## src/rtl/alu_result_fifo.sv

```systemverilog
// -----------------------------------------------------------------------------
// alu_result_fifo
//   Elastic buffer between an ALU result stage and its downstream consumer.
//   Each entry holds {cout, z}. Strict FIFO order, DEPTH entries, with a
//   pushin/stopin handshake upstream and a pushout/stopout handshake downstream.
//   stopin, pushout, z and cout come straight from registers. There is no
//   combinational path from pushin or stopout to any output, and an entry
//   written into an empty FIFO first appears one cycle later.
//
// Parameters
//   W        result data width (matches ALU z)
//   DEPTH    entry count, power of two, >= 2
//
// Ports
//   clk      rising-edge clock
//   rst      synchronous active-high reset
//   pushin   upstream result valid
//   z_in     upstream result data
//   cout_in  upstream carry-out
//   stopin   FIFO full; upstream must hold off
//   pushout  head entry valid
//   z        head entry data (0 while empty)
//   cout     head entry carry (0 while empty)
//   stopout  downstream refuses the current head
//   count    number of occupied entries
//   drop_cnt saturating count of pushes refused while full
//            (only present when ALU_RESULT_FIFO_DROP_CNT_EN is defined)
//
// Optional feature macro: ALU_RESULT_FIFO_DROP_CNT_EN
// -----------------------------------------------------------------------------
module alu_result_fifo #(
   parameter int W     = 32,
   parameter int DEPTH = 4
) (
   input  logic                    clk,
   input  logic                    rst,
   input  logic                    pushin,
   input  logic [W-1:0]            z_in,
   input  logic                    cout_in,
   output logic                    stopin,
   output logic                    pushout,
   output logic [W-1:0]            z,
   output logic                    cout,
   input  logic                    stopout,
`ifdef ALU_RESULT_FIFO_DROP_CNT_EN
   output logic [15:0]             drop_cnt,
`endif
   output logic [$clog2(DEPTH):0]  count
);

   localparam int AW = $clog2(DEPTH);
   localparam logic [AW:0]   C_CNT_ZERO = (AW+1)'(0);
   localparam logic [AW:0]   C_CNT_ONE  = (AW+1)'(1);
   localparam logic [AW:0]   C_CNT_FULL = (AW+1)'(DEPTH);
   localparam logic [AW-1:0] C_PTR_ZERO = AW'(0);
   localparam logic [AW-1:0] C_PTR_ONE  = AW'(1);

   logic [W:0]    r_mem [DEPTH];
   logic [AW-1:0] r_wr_ptr;
   logic [AW-1:0] r_rd_ptr;
   logic [AW:0]   r_count;
   logic          r_full;
   logic          r_nempty;
   logic [W:0]    r_head;

   logic          w_push;
   logic          w_pop;
   logic [W:0]    w_in_word;
   logic [AW-1:0] w_rd_ptr_inc;
   logic [AW:0]   w_count_nxt;
   logic [W:0]    w_head_nxt;

   // Transfer qualification, next occupancy and next registered head entry.
   always_comb begin
      w_in_word    = {cout_in, z_in};
      w_push       = pushin & ~r_full;
      w_pop        = r_nempty & ~stopout;
      w_rd_ptr_inc = r_rd_ptr + C_PTR_ONE;
      w_count_nxt  = r_count;
      w_head_nxt   = r_head;

      case ({w_push, w_pop})
         2'b10:   w_count_nxt = r_count + C_CNT_ONE;
         2'b01:   w_count_nxt = r_count - C_CNT_ONE;
         default: w_count_nxt = r_count;
      endcase

      // The head is kept in its own register so z/cout are flop outputs.
      // After a pop the new head is the next stored entry, except when the
      // FIFO held a single entry: then it is the word being pushed in the
      // same cycle (not yet in r_mem), or nothing at all.
      if (w_pop) begin
         if (w_count_nxt == C_CNT_ZERO) begin
            w_head_nxt = {(W+1){1'b0}};
         end else if (r_count == C_CNT_ONE) begin
            w_head_nxt = w_in_word;
         end else begin
            w_head_nxt = r_mem[w_rd_ptr_inc];
         end
      end else if (!r_nempty && w_push) begin
         w_head_nxt = w_in_word;
      end else begin
         w_head_nxt = r_head;
      end
   end

   // Pointers, occupancy, status flags and head register.
   always_ff @(posedge clk) begin
      if (rst) begin
         r_wr_ptr <= C_PTR_ZERO;
         r_rd_ptr <= C_PTR_ZERO;
         r_count  <= C_CNT_ZERO;
         r_full   <= 1'b0;
         r_nempty <= 1'b0;
         r_head   <= {(W+1){1'b0}};
      end else begin
         if (w_push) begin
            r_wr_ptr <= r_wr_ptr + C_PTR_ONE;
         end else begin
            r_wr_ptr <= r_wr_ptr;
         end
         if (w_pop) begin
            r_rd_ptr <= w_rd_ptr_inc;
         end else begin
            r_rd_ptr <= r_rd_ptr;
         end
         r_count  <= w_count_nxt;
         r_full   <= (w_count_nxt == C_CNT_FULL);
         r_nempty <= (w_count_nxt != C_CNT_ZERO);
         r_head   <= w_head_nxt;
      end
   end

   // Storage array; contents are deliberately not reset.
   always_ff @(posedge clk) begin
      if (w_push && !rst) begin
         r_mem[r_wr_ptr] <= w_in_word;
      end
   end

`ifdef ALU_RESULT_FIFO_DROP_CNT_EN
   logic        w_drop;
   logic [15:0] r_drop_cnt;

   assign w_drop = pushin & r_full;

   // Saturating count of pushes refused while full.
   always_ff @(posedge clk) begin
      if (rst) begin
         r_drop_cnt <= 16'h0000;
      end else if (w_drop && (r_drop_cnt != 16'hFFFF)) begin
         r_drop_cnt <= r_drop_cnt + 16'h0001;
      end else begin
         r_drop_cnt <= r_drop_cnt;
      end
   end

   assign drop_cnt = r_drop_cnt;
`endif

   assign stopin  = r_full;
   assign pushout = r_nempty;
   assign z       = r_head[W-1:0];
   assign cout    = r_head[W];
   assign count   = r_count;

endmodule

```

## config.mk

```make
export PLATFORM = sky130hd
export DESIGN_NAME = alu_result_fifo
export DESIGN_NICKNAME = d
export VERILOG_FILES = /design/src/rtl/alu_result_fifo.sv
export SDC_FILE = /design/constraint.sdc
export NUM_CORES = 1
export LEC_CHECK = 0
export CORE_MARGIN = 5
export CORE_UTILIZATION = 30
export DETAILED_ROUTE_END_ITERATION = 10
export PLACE_DENSITY = 0.49
export SETUP_SLACK_MARGIN = 0.15
export SLEW_MARGIN = 20
export SYNTH_ARGS = -nofsm -noshare
export SYNTH_HDL_FRONTEND = slang
export SYNTH_SLANG_ARGS = --single-unit
export TNS_END_PERCENT = 50
```

## constraint.sdc

```tcl
create_clock -name clk -period 2.28 [get_ports clk]
set_clock_uncertainty 0.15 [all_clocks]
set_input_delay 0.456 -clock clk [delete_from_list [all_inputs] [get_ports clk]]
set_output_delay 0.456 -clock clk [all_outputs]
set_load 0.01 [all_outputs]
```

Word level (Yosys, flattened, before mapping)
Memory sizes are Yosys's and may differ from the RTL's.
Cells that the tools add are included.
{"block": "op_classes", "bitwise_logic": 4, "muxes": 7, "n_eq_ne": 4, "n_addsub": 4, "reduce_logical": 7}
{"cell": "$mux W33", "count": 4}
{"cell": "$pmux W3 S2", "count": 1}
{"cell": "$add A2 B1 Y2 const B", "count": 2}
{"cell": "$add A3 B1 Y3 const B", "count": 1}
{"cell": "$eq A3 B1 Y1 const B", "count": 1}
{"cell": "$eq A3 B3 Y1 const B", "count": 1}
{"cell": "$logic_not A3 Y1", "count": 1}
{"cell": "$reduce_bool A3 Y1", "count": 1}
{"cell": "$sub A3 B1 Y3 const B", "count": 1}
{"cell": "$and A1 B1 Y1", "count": 2}
{"cell": "$eq A2 B1 Y1 const B", "count": 1}
{"cell": "$eq A2 B2 Y1 const B", "count": 1}
{"cell": "$logic_and A1 B1 Y1", "count": 2}
{"cell": "$logic_not A1 Y1", "count": 2}
{"cell": "$mux W1", "count": 2}
{"cell": "$not A1 Y1", "count": 2}
{"cell": "$reduce_bool A2 Y1", "count": 1}
{"block": "word_totals", "ramBits": 132, "register_bits": 42, "out_inout_bits": 38, "n_memories": 1}
{"name": "r_mem", "depth": 4, "width": 33, "rd": 1, "rd_ports_with_merged_regs": 0, "write_ports": 1, "line_no": "58", "text": "logic [W:0] r_mem [DEPTH];"}

Depth between registers and ports, before layout
{"block": "depth", "word_depth": 7, "depth_mapped": 11, "ltp_nobuf": 8}

Worst setup path before layout
OpenSTA, ideal clock, no wires.
{"block": "synth_path", "path_type": "in2reg", "startpoint": "in stopout", "endpoint": "reg r_head[15]", "setup_slack_ns": -0.183, "stages": 11, "setup_ns": 0.132, "required_time_ns": 1.998, "n_path_buf": 3, "t_arrival_ns": 2.181, "cell_sequence": "and2b_1 -> buf_6 -> inv_12 -> buf_2 -> ha_1 -> and3b_2 -> a211oi_2 -> o211ai_4 -> buf_12 -> o2bb2ai_2 -> a21oi_1"}
{"block": "synth_via", "elab_chain_cells": 7}
{"item": "from (decl)", "line_no": "44", "text": "input logic stopout,"}
{"item": "$not A1 Y1 (*)", "line_no": "77", "text": "w_pop = r_nempty & ~stopout;"}
{"item": "$and A1 B1 Y1 (*)", "line_no": "77"}
{"item": "$eq A2 B1 Y1 / $eq A2 B2 Y1 (equally long branches)", "line_no": "82", "text": "case ({w_push, w_pop})"}
{"item": "$pmux W3 S2", "line_no": "82"}
{"item": "$logic_not A3 Y1", "line_no": "93", "text": "if (w_count_nxt == C_CNT_ZERO) begin"}
{"item": "$mux W33", "line_no": "93"}
{"item": "$mux W33", "line_no": "92", "text": "if (w_pop) begin"}
{"item": "to (signal assigned)", "line_no": "115", "text": "r_head <= {(W+1){1'b0}};"}
{"item": "to (signal assigned)", "line_no": "130", "text": "r_head <= w_head_nxt;"}
{"item": "to (decl)", "line_no": "64", "text": "logic [W:0] r_head;"}
Mark *: on every way between the ends. The rest lies on a longest branch, timed or not.
A chain may end at the register's enable or synchronous reset.

Worst setup path after layout
{"block": "layout_path", "startpoint": "reg r_nempty, in the netlist pushout", "endpoint": "reg r_head[27]"}
{"block": "layout_via", "elab_chain_cells": 6}
{"item": "from (decl)", "line_no": "63", "text": "logic r_nempty;"}
{"item": "from (signal assigned)", "line_no": "129", "text": "r_nempty <= (w_count_nxt != C_CNT_ZERO);"}
{"item": "$and A1 B1 Y1", "line_no": "77"}
{"item": "$eq A2 B1 Y1 / $eq A2 B2 Y1 (equally long branches)", "line_no": "82"}
{"item": "$pmux W3 S2", "line_no": "82"}
{"item": "$logic_not A3 Y1", "line_no": "93"}
{"item": "$mux W33", "line_no": "93"}
{"item": "$mux W33", "line_no": "92"}
Several ways; a longest one is shown, not always the timed one.

==> results_dict.tcl <==
set metrics [dict create \
    firstDrtPassIters 4 \
    die_h_um 166 \
    vias 4218 \
    antenna_left 0 \
    violations "setup timing" \
    instances_no_fill 896 \
    seq_area_frac_synth 0.659 \
    placementRows 57 \
    port_buffers 74 \
    post-route-util 0.393 \
    max_freq_mhz 438 \
    cap_violations 0 \
    synth_area_leaders "edfxtp_1, dfxtp_1, mux4_2" \
    cts_sinks 174 \
    cp-start-kind "flop" \
    setup-violations-final 5 \
    core_area_um2 24100 \
    route.met3.wl_um 477 \
    grt_max_degree 35 \
    drc 0 \
    via_per_inst 4.71 \
    vdd_ir_drop_max_mv 0.450 \
    synth_ff_type "edfxtp_1" \
    gr-total-overflow 0 \
    hold_slack_ns 0.211 \
    wirelength_met1_mm 8.16 \
    netlist.area_leader.share 0.544 \
    antenna_cells 0 \
    clock_path_buffers 2 \
    finalMaxSlewViolations 0 \
    dieArea_um2 27500 \
    area_growth_pct 29.8 \
    htreeDepth 4 \
    grt_pass1_wl_mm 27.4 \
    die_x_um 166 \
    antenna_found_initial 0 \
    synth.most_common_cell "edfxtp_1" \
    status "finished, violations left" \
    rsz0062_at_grt "true" \
    hold_class "in2reg" \
    p_leak_nw 3.06 \
    synth_seq_cells 174 \
    cp.arrival_ns 2.43 \
    reg2reg_from "pushout$_SDFF_PP0_" \
    grt.total_usage 0.130 \
    post_drt_wl_per_cell_um 19.5 \
    yosys.area.top_type "edfxtp_1" \
    start_util 0.302 \
    clkTransAtPathRegs_ns 0.06 \
    syn_avg_cell_area_um2 15.9 \
    cts.hold.buffers_added 0 \
    cts_buffers 17 \
    wl_met2_mm 8.63 \
    post-place-cells 858 \
    n_fill_cell 2336 \
    critPathKind "reg2reg" \
    seq_area_um2 4810 \
    p_total_mw 8.34 \
    period_needed_ns 2.29 \
    fin_crit_sh 1.00 \
    synthCells 457 \
    drt_iter0_markers 266 \
    root_buffer "clkbuf_16" \
    ys_types 51 \
    worstHoldStart "rst" \
    synth_edf_count 132 \
    first_global_vias 4616 \
    clkLatencyLatePin_ns 0.43 \
    wl_mm 17.5 \
    crit_required_ns 2.42 \
    worstPathMaxFanout 8 \
    syn_nets 503 \
    setup_ws_ns -0.00520 \
    routed.top_layer "met4" \
    crit_start "pushout$_SDFF_PP0_" \
    synthArstFlopShare 0 \
    place_congestion 0.742 \
    power.density_nw_per_um2 882 \
    drive_gt1_frac 0.285 \
    worst_slew_pin_slew_ns 0.529 \
    synth_common_cells "edfxtp_1, nand2_1, dfxtp_1" \
    nNetsFinal 605 \
    dp_hpwl_mm 10.7 \
    ys_warn_count 0 \
    netlist_area_um2 7290 \
    relSlewSlack 0.647 \
    io_pins 75 \
    cts_tree "done" \
    hold_viol 0 \
    cp-end-kind "flop" \
    multi_input_area_um2 2380 \
]
-- path summary, 6_finish.rpt --
kind	end	slack, ns	cells after the start
min reg2reg	r_head[32]$_SDFFE_PP0P_	0.30	2
max reg2reg	r_head[27]$_SDFFE_PP0P_	-0.005	9
max	r_head[27]$_SDFFE_PP0P_	-0.005	9
min	count[0]$_SDFF_PP0_	0.21	2
-- layer usage --
metal | global-route usage | vias to the layer above
met1 | 0.171 | 2168
met5 | 0 | -
met3 | 0.0295 | 21
met2 | 0.216 | 74
li1 | - | 1955
met4 | 0.0405 | 0
-- sequential cells by signal, indices dropped and copies added, names as in the netlist --
register  count
r_wr_ptr      2
r_rd_ptr      2
count         3
stopin        1
pushout       1
r_head       33
r_mem       132
-- report_power, final --
group	switching (mW)	internal (mW)	total, mW
logic	0.916	0.948	1.86
clock network	1.17	1.60	2.77
registers	0.107	3.60	3.71
-- cells in the final DEF (no fill, tap or decap), types with 4 or more instances in the layout --
master / netlist / layout
buf_12: 2 / 14
nand2_1: 60 / 60
dfxtp_2: 0 / 4
nand3_1: 28 / 28
edfxtp_1: 132 / 132
nor2_1: 6 / 6
mux4_2: 31 / 31
o2bb2ai_2: 9 / 25
and2_2: 0 / 4
a21oi_1: 32 / 26
inv_1: 5 / 4
clkbuf_16: 1 / 17
o31ai_1: 5 / 4
a21oi_2: 0 / 6
ha_1: 9 / 7
buf_4: 5 / 24
nand3b_1: 5 / 5
mux2i_1: 5 / 5
clkdlybuf4s50_1: 0 / 71
dfxtp_1: 42 / 38
-- worst max-delay path, cell delays in order, from the launching register on --
cell	delay [ns]
dfxtp_2	0.32
and2b_2	0.24
ha_4	0.31
and4bb_1	0.21
a211oi_4	0.29
o211ai_4	0.13
buf_12	0.17
buf_12	0.14
o2bb2ai_4	0.13
a21oi_2	0.06
-- cell type report --
class	count	area share
clock inverters	12	0.0126
inverters	6	0.00370
multi-input cells	244	0.252
clock buffers	20	0.0462
repair buffers	116	0.134
flip-flops and latches	174	0.508
well taps	324	0.0428
-- per-stage QoR --
stage          cell area [µm²]  setup slack, ns  TNS (ns)
2_1_floorplan             7330          -0.0710     -2.24
3_3_place_gp              8610           -0.578    -27.45
3_5_place_dp              8610           -0.640    -27.51
4_1_cts                   9400           0.0301         0
5_1_grt                   9460          -0.0809     -2.00
6_report                  9460         -0.00520   -0.0138
-- kinds of logic (layout without fill, tap and decap cells) --
group                    after synthesis  count (layout)  synth area share
buffers and inverters                 39             154            0.0452
flip-flops                           174             174             0.659
AND/OR/NAND/NOR                      120             120            0.0848
adder cells (fa/ha/maj)                9               9            0.0155
XOR/XNOR                               3               3           0.00361
AO/OA/AOI/OAI                         74              74            0.0817
multiplexers                          38              38             0.110
-- repair_timing --
action / CTS / global route
gates cloned: 2 / 0
pin swaps: 5 / 5
buffers inserted: 4 / 0
setup endpoints to repair: 36 / 35
gates resized for setup: 32 / 10
Power figures use the tool's default switching activity.
